$ cat config.mk
export PLATFORM = sky130hd
export DESIGN_NAME = tpu_sequencer
export DESIGN_NICKNAME = d
export VERILOG_FILES = /design/src/rtl/tpu_sequencer.sv
export SDC_FILE = /design/constraint.sdc
export NUM_CORES = 1
export LEC_CHECK = 0
export ABC_CLOCK_PERIOD_IN_PS = 2100
export BUFFER_PORTS_ARGS = -buffer_cell sky130_fd_sc_hd__buf_2
export CAP_MARGIN = 20
export CORE_UTILIZATION = 40
export CTS_CLUSTER_DIAMETER = 50
export CTS_CLUSTER_SIZE = 40
export DETAILED_ROUTE_END_ITERATION = 10
export SLEW_MARGIN = 20
export SYNTH_ARGS = -nofsm -noshare
export SYNTH_HDL_FRONTEND = slang
export SYNTH_SLANG_ARGS = --single-unit
$ cat constraint.sdc
create_clock -name clk -period 2.1 [get_ports clk]
set_clock_uncertainty 0.1 [all_clocks]
set_input_delay 0.315 -clock clk [delete_from_list [all_inputs] [get_ports clk]]
set_output_delay 0.315 -clock clk [all_outputs]
set_load 0.01 [all_outputs]
$ cat src/rtl/tpu_sequencer.sv
// Program sequencer for the tiny TPU: fetches and decodes 16-bit instructions and
// drives the unified-buffer read port plus weight-FIFO / systolic-array handshakes.
module tpu_sequencer #(
  parameter int unsigned ARRAY_N = 2,
  parameter int unsigned ADDR_W  = 13,
  parameter int unsigned IMEM_AW = 8
) (
  input  logic               clk,
  input  logic               reset,
  input  logic               start,
  output logic [IMEM_AW-1:0] imem_addr,
  input  logic [15:0]        imem_rdata,
  output logic               ub_rd_en,
  output logic [ADDR_W-1:0]  ub_addr,
  output logic               load_weight,
  input  logic               wt_ready,
  output logic               act_valid,
  input  logic               act_ready,
  output logic               weight_commit,
  input  logic               array_idle,
  output logic               busy,
  output logic               done
);

  localparam int unsigned CntW = 8;

  localparam logic [2:0] OpLoadAddr   = 3'b000;
  localparam logic [2:0] OpLoadWeight = 3'b001;
  localparam logic [2:0] OpCompute    = 3'b010;
  localparam logic [2:0] OpDrain      = 3'b011;
  localparam logic [2:0] OpHalt       = 3'b111;

  typedef enum logic [2:0] {
    StIdle,
    StFetch,
    StDecode,
    StLoadW,
    StCompute,
    StDrain,
    StHalted
  } state_e;

  state_e             state_q;
  logic [IMEM_AW-1:0] pc_q;
  logic [ADDR_W-1:0]  base_q;
  logic [CntW-1:0]    cnt_q;
  logic [CntW-1:0]    len_q;
  logic               commit_q;

  logic [2:0]         opcode;
  logic [CntW-1:0]    operand_len;

  assign opcode      = imem_rdata[15:13];
  assign operand_len = imem_rdata[7:0];

  always_ff @(posedge clk or negedge reset) begin
    if (!reset) begin
      state_q  <= StIdle;
      pc_q     <= '0;
      base_q   <= '0;
      cnt_q    <= '0;
      len_q    <= '0;
      commit_q <= 1'b0;
    end else begin
      commit_q <= 1'b0;
      unique case (state_q)
        StIdle, StHalted: begin
          if (start) begin
            pc_q    <= '0;
            state_q <= StFetch;
          end
        end
        StFetch: state_q <= StDecode;
        StDecode: begin
          // pc wraps naturally at 2^IMEM_AW; running off the end is not a halt
          pc_q <= pc_q + 1'b1;
          case (opcode)
            OpLoadAddr: begin
              base_q  <= imem_rdata[ADDR_W-1:0];
              state_q <= StFetch;
            end
            OpLoadWeight: begin
              cnt_q   <= '0;
              state_q <= StLoadW;
            end
            OpCompute: begin
              len_q   <= operand_len;
              cnt_q   <= '0;
              state_q <= (operand_len == '0) ? StFetch : StCompute;
            end
            OpDrain: state_q <= StDrain;
            OpHalt:  state_q <= StHalted;
            default: state_q <= StFetch;
          endcase
        end
        StLoadW: begin
          if (wt_ready) begin
            cnt_q <= cnt_q + 1'b1;
            if (cnt_q == CntW'(ARRAY_N - 1)) begin
              state_q  <= StFetch;
              commit_q <= 1'b1;
            end
          end
        end
        StCompute: begin
          if (act_ready) begin
            cnt_q <= cnt_q + 1'b1;
            if (cnt_q == len_q - 1'b1) state_q <= StFetch;
          end
        end
        StDrain: begin
          if (array_idle) state_q <= StFetch;
        end
        default: state_q <= StIdle;
      endcase
    end
  end

  assign imem_addr     = pc_q;
  assign load_weight   = (state_q == StLoadW);
  assign act_valid     = (state_q == StCompute);
  assign ub_rd_en      = load_weight | act_valid;
  // Address wraps silently modulo 2^ADDR_W
  assign ub_addr       = ub_rd_en ? (base_q + ADDR_W'(cnt_q)) : '0;
  assign weight_commit = commit_q;
  assign busy          = (state_q != StIdle) && (state_q != StHalted);
  assign done          = (state_q == StHalted);

endmodule

==> out/qor.yml <==
status: "finished, violations left"
violations: "negative setup slack"
setup_viol: 13
portBuffers: 48
post-dp-hpwl_um: 5280
ys_async_sr_fraction: 1.00
p_switching_w: 0.00175
initial_utilization: 0.426
cp.arrival_ps: 2090
hold_end: "base_q[8]$_DFFE_PN0P_"
powerDensity_nw_per_um2: 1190
die_h_um: 85.1
drv_cap: 0
synthCells: 299
die_area_um2: 7250
hold_viol: 0
r2r-end: "cnt_q[6]$_DFFE_PN0P_"
synth.area.top_cells: "dfrtp_1, mux2_2, ha_1, xnor2_1, nor2_1"
areaGrowthSynthToFinish_pct: 37.8
grt_pass1_vias: 2499
dr.pass1.iters: 4
drc: 0
drt-total-wl_um: 7090
drive_gt1_frac: 0.423
power.internal_w: 0.00276
num_io_pins: 49
fmax_mhz: 399
crit_required_ps: 1680
instances_no_fill: 469
routed_via_density: 5.50
r2r_start: "state_q[0]$_DFFE_PN0P_"
syn_nets: 334
synth.largest_area_cell: "dfrtp_1"
coreArea_um2: 6490
finish.utilization: 0.587
cellLeakagePower_nw: 1.77
placed_cells: 449
seqPwrFrac: 0.297
rrSetupSlack_ps: -10
wire_per_inst_um: 15.1
grt_max_degree: 23
hold_class: "input pin to flop"
min_from: "imem_rdata[8]"
period_share: 1.19
finalCriticalPeriod_ps: 2510
root_buffer: "clkbuf_8"
cts.path.max_buffers: 2
synth_commonest_cells: "dfrtp_1, nor2_1, nand2_1, mux2_2"
htree_levels: 2
antenna_left: 0
grt.overflow.total: 0
clk_latency_ps: 300
cts_tree: "done"
cts_buffers: 5
tns_ps: -3480
rsz0062_at_grt: "true"
yosysUniqueCellTypes: 50
insertedDiodeCount: 0
gp_congestion: 0.818
slew_viol_final: 0
switching_share: 0.388
die_x_um: 85.1
relSlewSlack: 0.646
combPwrFrac: 0.530
cp-start-kind: "flop"
fin_nets: 426
grt_first_pass_wirelength_um: 11500
clock-sinks: 41
vias: 2578
yosysWarnings: 0
design_area_um2: 3810
ys_seq_area_frac: 0.371
syn_avg_cell_area_um2: 9.24
yosysTopAreaCellShare: 0.371
reg2regPathDepth: 7
setup_ws_ps: -405
synthFlopType: "dfrtp_1"
syn-cell-area_um2: 2760
dpl_worst_slack_ps: -112
p_clk_frac: 0.174
row_count: 29
synth_most_common_cell: "dfrtp_1"
synth_seq_cells: 41
clk_pin_slew_ps: 90
initialDrtViolationCount: 71
irDropWorstVdd_mv: 0.497
synth_edf_count: 0
antenna_found_initial: 0
endpoint_kind: "output port"
critPathMaxFanout: 4
hold_depth: 2
tightest_slew_ps: 531
critical_path_class: "flop to output port"
track_usage: 0.203
place_area_um2: 3380
-- through the flow --
stage	hold WS (ps)	power, W
5_1_grt	130	0.00485
3_5_place_dp	219	0.00345
3_3_place_gp	220	0.00340
2_1_floorplan	-80.6	0.00269
6_report	142	0.00452
4_1_cts	135	0.00430
-- final cells by class --
type,instances,area (um^2)
inverters,9,33.8
flip-flops and latches,41,1030
multi-input cells,238,1880
well taps,77,96.3
clock buffers,5,68.8
fillers,578,2690
clock inverters,3,68.8
repair buffers,96,634
-- worst max-delay path by stage --
stage | cells after the start | to | from | slack (ps)
floorplan | 6 | ub_addr[11] | cnt_q[1]$_DFFE_PN0P_ | -10
global placement | 8 | ub_addr[12] | cnt_q[0]$_DFFE_PN0P_ | -80
detailed placement | 8 | ub_addr[10] | cnt_q[0]$_DFFE_PN0P_ | -110
CTS | 7 | ub_addr[8] | cnt_q[0]$_DFFE_PN0P_ | -390
global route | 8 | ub_addr[12] | base_q[0]$_DFFE_PN0P_ | -480
finish | 7 | ub_addr[8] | cnt_q[0]$_DFFE_PN0P_ | -410
-- power by group through the flow --
stage / clock (W) / sequential [W] / combinational [W]
2_1_floorplan: 0 / 0.00129 / 0.00140
3_3_place_gp: 0 / 0.00133 / 0.00207
3_5_place_dp: 0 / 0.00134 / 0.00211
4_1_cts: 0.000803 / 0.00133 / 0.00217
5_1_grt: 0.000831 / 0.00138 / 0.00264
6_report: 0.000784 / 0.00134 / 0.00239
-- critical path, stage by stage, from the launching register on --
cell	delay (ps)
dfrtp_2	430
ha_4	170
fa_2	360
a21oi_4	170
o2111ai_2	170
and3_1	200
nor3_2	150
buf_2	150
-- per-layer routing --
layer  vias to the layer above  global-route usage  wire, um
met4                         0              0.0663       123
met1                      1245               0.271      3380
met2                        45               0.337      3350
met5                         -                   0         0
li1                       1275                   -         -
met3                        13              0.0321       242
-- cell families (layout without fill, tap and decap cells) --
family,Yosys count,in the layout,synth area share
buf+inv,20,113,0.0290
mux,24,24,0.0964
compound gates,58,58,0.139
xor+xnor,21,21,0.0665
simple gates,122,122,0.236
flops,41,41,0.371
fa+ha+maj,13,13,0.0616
-- sequential cells by signal, indices dropped and copies added, names as in the netlist --
| name | flops |
|---|---|
| cnt_q | 8 |
| base_q | 13 |
| imem_addr | 8 |
| state_q | 3 |
| weight_commit | 1 |
| len_q | 8 |
-- repair_timing --
item / 4_1_cts / 5_1_grt
resized for setup: 11 / 30
buffers inserted: 3 / 8
pin swaps: 13 / 12
endpoints found under the setup margin: 15 / 19
hold buffers: 1 / 0
endpoints found under the hold margin: 20 / 0
-- cell usage in the layout, fill, tap and decap left out, types with 3 or more instances in the layout --
cell type	netlist	layout
mux2_2	21	21
nand3_1	14	14
o21ai_0	17	13
mux2i_1	3	3
ha_4	0	3
inv_1	9	8
o311ai_2	0	3
dfrtp_1	41	39
o31ai_1	6	4
a21oi_1	11	5
nand2b_1	5	5
xnor2_1	17	15
nor2b_1	6	6
xor2_1	4	4
nor4b_1	3	3
o21ai_1	0	3
ha_1	12	9
and3_1	5	5
and2_4	0	3
clkbuf_8	0	5
buf_4	0	42
nor2_1	26	26
buf_6	0	7
o211ai_1	3	3
buf_2	4	46
nor3_1	10	8
nor4_1	4	3
a21oi_2	0	5
nand4_1	4	4
nand2_1	23	23
a21o_1	3	3
No activity file was read; power rests on OpenSTA's default activity.
